**config.mk**
```make
export PLATFORM = sky130hd
export DESIGN_NAME = hash_chain_engine
export DESIGN_NICKNAME = d
export VERILOG_FILES = /design/src/rtl/hash_pkg.sv /design/src/rtl/hash_round.sv /design/src/rtl/hash_chain_engine.sv
export SDC_FILE = /design/constraint.sdc
export NUM_CORES = 1
export LEC_CHECK = 0
export CELL_PAD_IN_SITES_DETAIL_PLACEMENT = 0
export CELL_PAD_IN_SITES_GLOBAL_PLACEMENT = 1
export CORE_AREA = 2 2 124 151
export CTS_CLUSTER_SIZE = 40
export DETAILED_ROUTE_END_ITERATION = 10
export DIE_AREA = 0 0 126 153
export PLACE_DENSITY = 0.86
export SLEW_MARGIN = 20
export SYNTH_ARGS = -nofsm -noshare
export SYNTH_HDL_FRONTEND = slang
export SYNTH_SLANG_ARGS = --single-unit
```
**constraint.sdc**
```tcl
create_clock -name clk -period 12.15 [get_ports clk]
set_clock_uncertainty 0.05 [all_clocks]
set_input_delay 3.0375 -clock clk [delete_from_list [all_inputs] [get_ports clk]]
set_output_delay 3.0375 -clock clk [all_outputs]
set_load 0.05 [all_outputs]
```
**src/rtl/hash_pkg.sv**
```systemverilog
// hash_pkg: byte type, FSM states and rotate helpers shared by the hash chain engine
package hash_pkg;
    typedef logic [7:0] byte_t;
    typedef enum logic [1:0] {IDLE, WAIT_BLK, ROUND} state_t;
    function automatic byte_t rotl8(input byte_t b, input logic [2:0] a);
        logic [15:0] w;
        w = {b, b} << a;
        return w[15:8];
    endfunction
    function automatic logic [2:0] rot_amt(input int r);
        return 3'(1 + r % 7);
    endfunction
endpackage

```
**src/rtl/hash_round.sv**
```systemverilog
// hash_round: one combinational mixing round on working state h with message block m
module hash_round
    import hash_pkg::*;
#(
    parameter int N_BYTES = 4,
    parameter int RW      = 4
) (
    input  logic [N_BYTES*8-1:0] i_h,
    input  logic [N_BYTES*8-1:0] i_m,
    input  logic [RW-1:0]        i_r,
    output logic [N_BYTES*8-1:0] o_h
);
    localparam int IW = $clog2(N_BYTES);
    typedef logic [0:N_BYTES-1][7:0] block_t;
    block_t w_h, w_m, w_t, w_o;
    logic [IW-1:0] w_idx;
    assign w_h = i_h;
    assign w_m = i_m;
    assign o_h = w_o;
    always_comb begin
        w_t   = '0;
        w_o   = '0;
        w_idx = '0;
        for (int i = 0; i < N_BYTES; i++) begin
            w_idx  = IW'((i + int'(i_r)) % N_BYTES);
            w_t[i] = rotl8(w_h[i] ^ w_m[w_idx], rot_amt(int'(i_r)));
        end
        for (int i = 0; i < N_BYTES; i++)
            w_o[i] = w_t[i] + w_t[IW'((i + 1) % N_BYTES)];
    end
endmodule

```
**src/rtl/hash_chain_engine.sv**
```systemverilog
// hash_chain_engine: multi-block chained hash, one round per clock, digest with done pulse
module hash_chain_engine
    import hash_pkg::*;
#(
    parameter int N_BYTES = 4,
    parameter int ROUNDS  = 8
) (
    input  logic                 clk,
    input  logic                 rst,
    input  logic                 i_start,
    input  logic [N_BYTES*8-1:0] i_iv,
    input  logic                 i_blk_valid,
    output logic                 o_blk_ready,
    input  logic [N_BYTES*8-1:0] i_blk_data,
    input  logic                 i_blk_last,
    output logic                 o_busy,
    output logic [N_BYTES*8-1:0] o_digest,
    output logic                 o_done
);
    localparam int CW = $clog2(ROUNDS) + 1;
    state_t               r_state;
    logic [N_BYTES*8-1:0] r_chain, r_h, r_m, r_digest, w_h_next;
    logic                 r_last, r_done;
    logic [CW-1:0]        r_ctr;

    hash_round #(.N_BYTES(N_BYTES), .RW(CW)) u_round (
        .i_h(r_h),
        .i_m(r_m),
        .i_r(r_ctr),
        .o_h(w_h_next)
    );

    assign o_blk_ready = r_state == WAIT_BLK;
    assign o_busy      = r_state != IDLE;
    assign o_digest    = r_digest;
    assign o_done      = r_done;

    always_ff @(posedge clk) begin
        if (rst) begin
            r_state  <= IDLE;
            r_chain  <= '0;
            r_h      <= '0;
            r_m      <= '0;
            r_digest <= '0;
            r_last   <= 1'b0;
            r_done   <= 1'b0;
            r_ctr    <= '0;
        end else begin
            r_done <= 1'b0;
            case (r_state)
                IDLE: if (i_start) begin
                    r_chain <= i_iv;
                    r_state <= WAIT_BLK;
                end
                WAIT_BLK: if (i_blk_valid) begin
                    r_m     <= i_blk_data;
                    r_h     <= r_chain;
                    r_last  <= i_blk_last;
                    r_ctr   <= '0;
                    r_state <= ROUND;
                end
                ROUND: begin
                    r_h   <= w_h_next;
                    r_ctr <= r_ctr + CW'(1);
                    // r_chain still holds the block's input chain here, giving the feed-forward
                    if (r_ctr == CW'(ROUNDS - 1)) begin
                        r_chain <= w_h_next ^ r_chain;
                        r_state <= r_last ? IDLE : WAIT_BLK;
                        if (r_last) begin
                            r_digest <= w_h_next ^ r_chain;
                            r_done   <= 1'b1;
                        end
                    end
                end
                default: r_state <= IDLE;
            endcase
        end
    end
endmodule

```
# Word-level counts from Yosys, hierarchy flattened
# Cells that the tools add are included.
[op_classes]
n_eq_ne = 6
n_div = 1
order_cmp = 3
n_reduce_logical = 10
shift = 3
bitwise = 9
add_sub_neg = 6
mux = 22
[ops]
columns = ["cell", "n"]
rows = [
  ["32-bit one-hot mux with 2 select lines", 2],
  ["32-bit 2-to-1 mux", 3],
  ["8-bit binary-select mux with 2-bit select", 3],
  ["8-bit 2-to-1 mux", 6],
  ["16-bit by 3-bit << shifter with 16-bit output", 3],
  ["5-bit by 4-bit modulo with 32-bit output, second input constant", 1],
  ["32-bit XOR", 1],
  ["8-bit XOR", 3],
  ["8-bit adder", 2],
  ["3-bit greater-or-equal comparator, second input constant", 3],
  ["2-bit inverter with 3-bit output", 3],
  ["3-bit AND reduction", 3],
  ["4-bit one-hot mux with 2 select lines", 1],
  ["2-bit 2-to-1 mux", 3],
  ["2-bit inequality test, second input constant", 3],
  ["2-bit one-hot mux with 3 select lines", 1],
  ["2-bit nonzero test", 3],
  ["4-bit by 1-bit adder with 4-bit output, second input constant", 1],
  ["4-bit by 3-bit == test with 1-bit output, second input constant", 1],
  ["4-bit 2-to-1 mux", 1],
  ["2-bit AND reduction", 2],
  ["2-bit by 3-bit adder with 3-bit output, first input constant", 1],
  ["3-bit OR reduction", 1],
  ["1-bit by 2-bit adder with 2-bit output, first input constant", 1],
  ["6 further kinds", 8],
]
[word_totals]
out_inout_bits = 35
word_cells = 68
regBits = 136

# Longest topological paths before layout
# Gate-level depths: netlist (run 1).
[logic_depth]
ltp_word = 11
depth_mapped = 29

# Modules after synthesis
# Synthesis (run 1) repeated with hierarchy kept, for this count alone.
[hier_totals]
hier_cells = 935
hier_area_um2 = 8823.5
[modules_own_cells]
columns = ["module", "cells_per_inst", "seq_area_each_um2", "instances", "area_per_inst_um2"]
rows = [
  ["hash_chain_engine", 688, 2722.6, 1, 6233.5],
  ["hash_round", 247, 0.0, 1, 2590.0],
]

# Least setup slack after synthesis (run 1)
# OpenSTA, ideal clock, no wires.
[synth_timing]
path_kind = "register to register"
startpoint = "register r_ctr[0]"
endpoint = "register r_chain[30]"
path_stages_with_launch = 28
synth_period_minus_slack_ns = 6.214
t_required_ns = 12.014
t_arrival_ns = 6.078
slack_ns = 5.936
path_cell_list = "dfxtp_1 -> buf_2 -> clkbuf_1 -> inv_1 -> ha_1 -> a311o_1 -> and3_1 -> ha_1 -> and3_4 -> o211ai_4 -> inv_4 -> buf_6 -> buf_6 -> ha_1 -> clkbuf_1 -> clkbuf_1 -> mux4_1 -> nand2_1 -> and2_1 -> xor2_1 -> ha_1 -> a31o_1 -> maj3_2 -> a21oi_2 -> mux2i_1 -> nor3_4 -> o22ai_1 -> a211oi_1"
[synth_between]
elab_chain_len = 11
elab_cells_between_ends = 22
classes_between = "add/sub (3); div (1); eq/ne (2); shift (2); mux (8); bitwise (5); reduce/logical (1)"
[synth_lines]
columns = ["item", "line", "rtl"]
rows = [
  ["from (decl)", "hash_chain_engine.sv:24", "logic [CW-1:0] r_ctr;"],
  ["from (signal assigned)", "hash_chain_engine.sv:64", "r_ctr <= r_ctr + CW'(1);"],
  ["parallel branches: the longest is 11 deep, another holds 5-bit by 4-bit modulo with 32-bit output", "--", ""],
  ["to (signal assigned)", "hash_chain_engine.sv:52", "r_chain <= i_iv;"],
  ["to (signal assigned)", "hash_chain_engine.sv:67", "r_chain <= w_h_next ^ r_chain;"],
  ["to (decl)", "hash_chain_engine.sv:22", "logic [N_BYTES*8-1:0] r_chain, r_h, r_m, r_digest, w_h_next;"],
]
# Several ways; the timed one is not identified. The select of a mux whose other input is x is not followed.
# A chain may end at the register's enable or synchronous reset.

# Worst setup path in the final report (run 1)
[layout_timing]
startpoint = "register r_ctr[1]"
endpoint = "register r_chain[30]"
# The elaborated chain is that of the path after synthesis.

==> results of run 1 <==
-- flip-flops by register name, indices dropped and copies added (netlist names) --
signal / count
o_digest: 16
o_done: 1
r_chain: 24
r_ctr: 4
r_h: 24
r_last: 1
r_m: 32
r_state: 2
-- synthesized netlist by cell type, drive strengths merged (5+ instances only) --
cell / number
a211oi: 11
a21oi: 89
a221oi: 7
a22oi: 16
a31oi: 11
and2: 8
and3: 5
buf: 35
clkbuf: 43
dfxtp: 104
ha: 16
inv: 18
mux2: 18
mux2i: 39
mux4: 26
nand2: 144
nand2b: 5
nand3: 24
nand3b: 9
nand4: 6
nor2: 44
nor2b: 6
nor3: 13
o211ai: 7
o21ai: 39
xnor2: 29
xor2: 30
-- metal layers --
| metal | up-vias | share of wire (%) | GRT usage, % |
|---|---|---|---|
| li1 | 3172 | - | - |
| met1 | 2974 | 44 | 26.0 |
| met2 | 187 | 49 | 32.4 |
| met3 | 29 | 4.9 | 3.47 |
| met4 | 0 | 2.5 | 6.80 |
| met5 | - | 0 | 0 |
-- worst max-delay path, cell delays in order, from the launching register on --
cell	delay, ns
sky130_fd_sc_hd__dfxtp_1	0.77
sky130_fd_sc_hd__ha_1	0.31
sky130_fd_sc_hd__ha_1	0.34
sky130_fd_sc_hd__nand2_1	0.13
sky130_fd_sc_hd__and3_1	0.23
sky130_fd_sc_hd__ha_1	0.22
sky130_fd_sc_hd__and3_4	0.17
sky130_fd_sc_hd__o211ai_4	0.51
sky130_fd_sc_hd__inv_4	0.25
sky130_fd_sc_hd__ha_1	0.87
sky130_fd_sc_hd__nand2_1	0.14
sky130_fd_sc_hd__mux2i_2	0.37
sky130_fd_sc_hd__o21ai_1	0.15
sky130_fd_sc_hd__and2_1	0.19
sky130_fd_sc_hd__xor2_1	0.17
sky130_fd_sc_hd__ha_1	0.20
sky130_fd_sc_hd__a31o_1	0.21
sky130_fd_sc_hd__maj3_2	0.31
sky130_fd_sc_hd__a21oi_2	0.25
sky130_fd_sc_hd__mux2i_1	0.16
sky130_fd_sc_hd__nor3_4	0.28
sky130_fd_sc_hd__o22ai_1	0.13
sky130_fd_sc_hd__a211oi_1	0.22
-- per-stage QoR --
| stage | hold WS [ns] | total power, mW | worst slack [ns] | util, % |
|---|---|---|---|---|
| final | 0.404 | 0.987 | 5.43 | 47.6 |
| after floorplan | 0.382 | 0.624 | 5.94 | - |
| after global routing | 0.423 | 1.04 | 4.88 | 47.6 |
| after CTS | 0.407 | 0.992 | 5.40 | 47.6 |
| after global placement | 0.390 | 0.698 | 5.52 | 45.9 |
| after detailed placement | 0.396 | 0.702 | 5.40 | 45.9 |
-- cell type report --
cell class / count / area, µm² / area share [%]
inverter: 18 / 70.1 / 0.826
sequential: 104 / 2080 / 24.5
clock buffer: 10 / 229 / 2.70
tap: 224 / 280 / 3.30
multi-input combinational: 681 / 4890 / 57.6
timing repair buffer: 91 / 876 / 10.3
clock inverter: 6 / 61.3 / 0.723
-- cells by family after synthesis --
logic type	count (synthesis)	share of synthesized area, %
simple gates	282	17.6
flops	104	28.3
buf+inv	96	6.34
fa+ha+maj	18	3.01
xor+xnor	61	7.73
other cells	1	0.0509
compound gates	221	20.1
mux	83	16.8
-- power groups by stage --
stage	clock (mW)	sequential, mW	combinational, mW
2_1_floorplan	0	0.378	0.246
3_3_place_gp	0	0.383	0.315
3_5_place_dp	0	0.384	0.318
4_1_cts	0.297	0.376	0.319
5_1_grt	0.310	0.379	0.349
6_report	0.291	0.376	0.319
-- worst max-delay path by stage --
stage / startpoint / end / slack, ns / depth (start not counted)
floorplan: r_ctr[0] / r_chain[30] / 5.94 / 27
global placement: r_ctr[1] / r_chain[30] / 5.52 / 20
detailed placement: r_ctr[1] / r_chain[30] / 5.40 / 20
CTS: r_ctr[1] / r_chain[30] / 5.40 / 20
global route: r_ctr[1] / r_chain[30] / 4.88 / 22
finish: r_ctr[1] / r_chain[30] / 5.43 / 22
==> results.txt, run 1 <==
Bufs on Longest Clock Path -> 2
Synthesis-to-layout area growth -> 15.3%
Setup violation total in the final timing report -> 0
Detailed Route Iter0 Violations -> 342
Mapped cell area -> 7360 µm²
Internal reg-to-reg setup slack -> 5.43 ns
Sequential fraction of the synthesis area -> 28.3%
Initial standard-cell utilization of the core -> 41.3%
Kind of critical path -> reg2reg
Worst Setup End Kind -> flip-flop
Main synth FF type -> sky130_fd_sc_hd__dfxtp_1
Endpoint of the lowest-slack register-to-register path -> r_chain[30]
Max_cap viols -> 0
Crit path required time -> 12.39 ns
Area contributors post-synth -> sky130_fd_sc_hd__dfxtp_1 28%, sky130_fd_sc_hd__nand2_1 7.3%, sky130_fd_sc_hd__mux4_2 6.4%
WP data arrival -> 6.96 ns
Total die area -> 19300 µm²
Share of total power consumed by net switching -> 35.5%
Floorplan die width -> 126 µm
Reg2Reg Launch Point -> r_ctr[1]
Power density of the placed cells -> 116 nW/µm²
Synthesized netlist cell count -> 866
Pin count of the biggest net entering global routing -> 59
Number of distinct library cells after synthesis -> 83
Final hold vios -> 0
GRT Residual Overflow -> 0
Aggregate negative setup slack -> 0 ns
Internal power consumption -> 0.636 mW
Run status -> completed
Clock input transition at the sequential cells of the worst setup and hold paths -> 0.08 ns
Register share of total power -> 38.1%
CTS buffer count -> 9
Clk_lat worst skew -> 0.36 ns
Highest Clock Rate -> 149 MHz
Sinks on the clock net -> 104
Number of max-slew violations in the final report -> 0
Finished Cell Area -> 8490 µm²
Post-synthesis register bit count -> 104
Worst-case headroom to the max-slew limit -> 45.9%
Via count -> 6362
Average footprint of a synthesized cell -> 8.50 µm²
Setup repair after global routing missed its margin -> no
Nets -> 990
Clock period minus worst slack -> 6.72 ns
Top cell type's share of synthesized area -> 28.3%
Die extent in y -> 153 µm
RD Place Congestion -> 0.911
Setup fix buffers added after clock tree synthesis -> 0
Clock share of power -> 29.5%
Number of enable flip-flop cells after synthesis -> 0
Count of buffers inserted at the top-level ports -> 79
Antenna violations before repair -> 0
Post-detailed-placement half-perimeter wirelength -> 14000 µm
Routed length per instance -> 16.7 µm
Vias in the first global route -> 5872
Worst Max-Slew Pin Slew -> 0.811 ns
Highest-count cells in the layout ignoring fill and taps -> 144 x sky130_fd_sc_hd__nand2_1, 104 x sky130_fd_sc_hd__dfxtp_1, 87 x sky130_fd_sc_hd__a21oi_1
Max Fanout on Critical Path -> 20
First-pass GRT wire length -> 30900 µm
I/O Pins -> 104
Top cell type by total area after synthesis -> sky130_fd_sc_hd__dfxtp_1
Core region area -> 17800 µm²
Async SR Flop Fraction -> 0%
Path class of the lowest-slack min-delay path -> reg2reg
Worst min-delay path startpoint -> o_digest[29]
Logic depth of the worst register-to-register path -> 22
Cell area after placement -> 8200 µm²
Level count of the clock H-tree -> 3
WHS Path Cells -> 2
First drt pass iteration count -> 5
Terminating pin of the worst hold path -> o_digest[29]
Number of core rows -> 54
CTS Hold Buffers Added -> 0
Global-route total usage across every layer -> 19.7%
Net Sw Power -> 0.351 mW
Vias per inst -> 5.61
Static Leakage -> 3.13 nW
Final antenna diode count -> 0
TritonCTS clock tree -> done
Worst VDD drop -> 78.7 µV
Number of placed cells counting well taps -> 1118
Antenna violation net count after detailed routing -> 0
Quantity of gates resized following cts -> 0
Commonest non-fill, non-tap cell in the layout -> sky130_fd_sc_hd__nand2_1
Share of total power in combinational logic -> 32.4%
DRT Wirelength -> 19000 µm
Residual DRC -> 0
Synthesis Warnings -> 0
Share of layout cells above drive strength 1 -> 11.6%
Post-route insts no fill -> 1134
Worst Setup Start Kind -> flip-flop
Clock root buffer -> sky130_fd_sc_hd__clkbuf_16
Fill cells -> 1759
Final cycle utilization of the critical path -> 55.3%
(Power assumes the default switching activity.)
==> run 2, diff against run 1 <==
==> constraint.sdc (replaced) <==
create_clock -name clk -period 6.8 [get_ports clk]
set_clock_uncertainty 0.05 [all_clocks]
set_input_delay 1.7 -clock clk [delete_from_list [all_inputs] [get_ports clk]]
set_output_delay 1.7 -clock clk [all_outputs]
set_load 0.05 [all_outputs]
==> results.txt, run 2 (same netlist as run 1, synthesis figures left out) <==
Core region area -> 17800 µm² (unchanged)
Area of combinational cells with multiple inputs -> 4890 µm² (about the same)
Worst Max-Slew Pin Slew -> 0.979 ns (+0.168 ns)
Power density of the placed cells -> 211 nW/µm² (+82%)
Crit path required time -> 7.01 ns (-5.38 ns)
First-pass GRT wire length -> 31000 µm (+0.47%)
Residual DRC -> 0 (unchanged)
Kind of critical path -> reg2reg
Highest Clock Rate -> 172 MHz (+15%)
Count of buffers inserted at the top-level ports -> 79 (unchanged)
Path class of the lowest-slack min-delay path -> reg2reg
TritonCTS clock tree -> done
Die extent in y -> 153 µm (unchanged)
Detailed Route Iter0 Violations -> 399 (+17%)
Initial standard-cell utilization of the core -> 41.3% (unchanged)
Max_cap viols -> 0 (unchanged)
Quantity of gates resized following cts -> 0 (unchanged)
Share of layout cells above drive strength 1 -> 12.4% (+0.78 points)
Number of max-slew violations in the final report -> 0 (unchanged)
DRT Wirelength -> 19700 µm (+3.7%)
Vias per inst -> 5.59 (-0.41%)
CTS buffer count -> 9 (unchanged)
Total die area -> 19300 µm² (unchanged)
Master of the slowest instance on the critical path -> sky130_fd_sc_hd__ha_1
CTS Hold Buffers Added -> 0 (unchanged)
Pin count of the biggest net entering global routing -> 61 (+3.4%)
Vias in the first global route -> 5979 (+1.8%)
RD Place Congestion -> 0.910 (-0.14%)
Number of placed cells counting well taps -> 1125 (+0.63%)
Crit path cell chain -> buf_4 > ha_1 > ha_1 > a311o_1 > and3_1 > ha_1 > nand3_1 > nand2_1 > mux2_2 > ha_1 > buf_4 > mux4_2 > a21boi_0 > ha_1 > inv_1 > a31oi_1 > o221ai_2 > a2111oi_4 > or3_1 > nand3_1 > and4_1 > a311o_1
Setup repair after global routing missed its margin -> no
Final cycle utilization of the critical path -> 85.6% (+30 points)
GRT Residual Overflow -> 0 (unchanged)
Worst Setup End Kind -> flip-flop
Nets -> 997 (+0.71%)
Floorplan die width -> 126 µm (unchanged)
I/O Pins -> 104 (unchanged)
Worst VDD drop -> 122 µV (+55%)
Registers with the most flip-flops -> r_m: 32 flops, r_chain: 24 flops, r_h: 24 flops
Highest-count cells in the layout ignoring fill and taps -> 144 x sky130_fd_sc_hd__nand2_1, 104 x sky130_fd_sc_hd__dfxtp_1, 87 x sky130_fd_sc_hd__a21oi_1
Level count of the clock H-tree -> 3 (unchanged)
Setup violation total in the final timing report -> 0 (unchanged)
Setup fix buffers added after clock tree synthesis -> 0 (unchanged)
Clock input transition at the sequential cells of the worst setup and hold paths -> 0.08 ns (about the same)
Clk_lat worst skew -> 0.36 ns (about the same)
Via count -> 6375 (+0.20%)
Worst-case headroom to the max-slew limit -> 34.6% (-11 points)
Static Leakage -> 3.18 nW (+1.5%)
Antenna violations before repair -> 0 (unchanged)
Routed length per instance -> 17.3 µm (+3.1%)
Number of core rows -> 54 (unchanged)
Top delay family on crit path -> compound AO/OA/AOI/OAI gates
Cell area after placement -> 8250 µm² (+0.67%)
Run status -> completed
Synthesis-to-layout area growth -> 16.4%
Largest register FFs -> 32 (unchanged)
Clock period minus worst slack -> 5.82 ns (-0.900 ns)
Max Fanout on Critical Path -> 10 (-50%)
Biggest register -> r_m
Final hold vios -> 0 (unchanged)
Global-route total usage across every layer -> 19.9% (+0.20 points)
Post-detailed-placement half-perimeter wirelength -> 14800 µm (+5.9%)
Final antenna diode count -> 0 (unchanged)
Post-route insts no fill -> 1141 (+0.62%)
Largest incremental delay on the critical path -> 0.55 ns (-0.32 ns)
Aggregate negative setup slack -> 0 ns (unchanged)
Clock root buffer -> sky130_fd_sc_hd__clkbuf_16
WP data arrival -> 6.03 ns (-0.93 ns)
Antenna violation net count after detailed routing -> 0 (unchanged)
Commonest non-fill, non-tap cell in the layout -> sky130_fd_sc_hd__nand2_1
Cell occurring most often along the worst timing path -> sky130_fd_sc_hd__ha_1
Worst Setup Start Kind -> flip-flop
Finished Cell Area -> 8570 µm² (+0.94%)
Bufs on Longest Clock Path -> 2 (unchanged)
Sinks on the clock net -> 104 (unchanged)
Fill cells -> 1769 (+0.57%)
First drt pass iteration count -> 7 (+2)
Register cell area after layout -> 2080 µm² (unchanged)
Bufs and invs on worst path -> 3 (+2)
==> run 2: cell types whose count changed in the layout (fill, tap and decap cells not counted), sizes merged <==
| cell | previous run | this run |
|---|---|---|
| buf | 13 | 20 |
| bufinv | 0 | 1 |
| clkinv | 3 | 2 |
==> run 2: final timing paths <==
check / slack [ns] / end / from / depth (start not counted)
hold / removal: 0.41 / r_h[23] / r_chain[23] / 2
setup / recovery: 0.98 / o_digest[7] / r_ctr[2] / 22
setup reg to reg: 0.98 / o_digest[7] / r_ctr[2] / 22
hold reg to reg: 0.41 / r_h[23] / r_chain[23] / 2
==> run 2: area by class of cell <==
cell class / instances / area share [%]
well taps: 224 / 3.27
flip-flops and latches: 104 / 24.3
repair buffers: 98 / 10.8
clock buffers: 10 / 2.67
inverters: 18 / 0.818
clock inverters: 6 / 1.01
multi-input cells: 681 / 57.1
==> run 2: power by group <==
part	internal, mW	switching (mW)
Clock	0.297	0.263
Sequential	0.642	0.0350
Combinational	0.238	0.335
==> run 2: worst register-to-register path, stage by stage, from the launching register on <==
cell                        delay [ns]
sky130_fd_sc_hd__dfxtp_1          0.31
sky130_fd_sc_hd__buf_4            0.17
sky130_fd_sc_hd__ha_1             0.22
sky130_fd_sc_hd__ha_1             0.29
sky130_fd_sc_hd__a311o_1          0.39
sky130_fd_sc_hd__and3_1           0.21
sky130_fd_sc_hd__ha_1             0.23
sky130_fd_sc_hd__nand3_1          0.19
sky130_fd_sc_hd__nand2_1          0.08
sky130_fd_sc_hd__mux2_2           0.28
sky130_fd_sc_hd__ha_1             0.55
sky130_fd_sc_hd__buf_4            0.24
sky130_fd_sc_hd__mux4_2           0.32
sky130_fd_sc_hd__a21boi_0         0.27
sky130_fd_sc_hd__ha_1             0.25
sky130_fd_sc_hd__inv_1            0.05
sky130_fd_sc_hd__a31oi_1          0.17
sky130_fd_sc_hd__o221ai_2         0.18
sky130_fd_sc_hd__a2111oi_4        0.43
sky130_fd_sc_hd__or3_1            0.19
sky130_fd_sc_hd__nand3_1          0.16
sky130_fd_sc_hd__and4_1           0.24
sky130_fd_sc_hd__a311o_1          0.26
==> run 2: metrics by stage <==
stage               utilization, %  worst slack [ns]  total power [mW]  hold WS, ns
floorplan                        -             0.586              1.12        0.382
global placement              46.3              1.08              1.25        0.391
detailed placement            46.3             0.952              1.26        0.397
CTS                           48.0             0.944              1.82        0.408
global route                  48.0             0.607              1.89        0.420
finish                        48.0             0.976              1.81        0.406
==> run 2: routing by layer <==
layer / up-vias / wire [µm] / global-route usage, %
li1: 3175 / - / -
met1: 2988 / 8670 / 25.2
met2: 179 / 9640 / 33.9
met3: 33 / 805 / 3.57
met4: 0 / 573 / 6.91
met5: - / 0 / 0
==> run 3, diff against run 2 <==
--- a/config.mk
+++ b/config.mk
@@ -5,6 +5,7 @@
 export SDC_FILE = /design/constraint.sdc
 export NUM_CORES = 1
 export LEC_CHECK = 0
+export CAP_MARGIN = 20
 export CELL_PAD_IN_SITES_DETAIL_PLACEMENT = 0
 export CELL_PAD_IN_SITES_GLOBAL_PLACEMENT = 1
 export CORE_AREA = 2 2 124 151
==> results of run 3 <==
No change in the layout: final DEF, timing and power equal those of run 2.
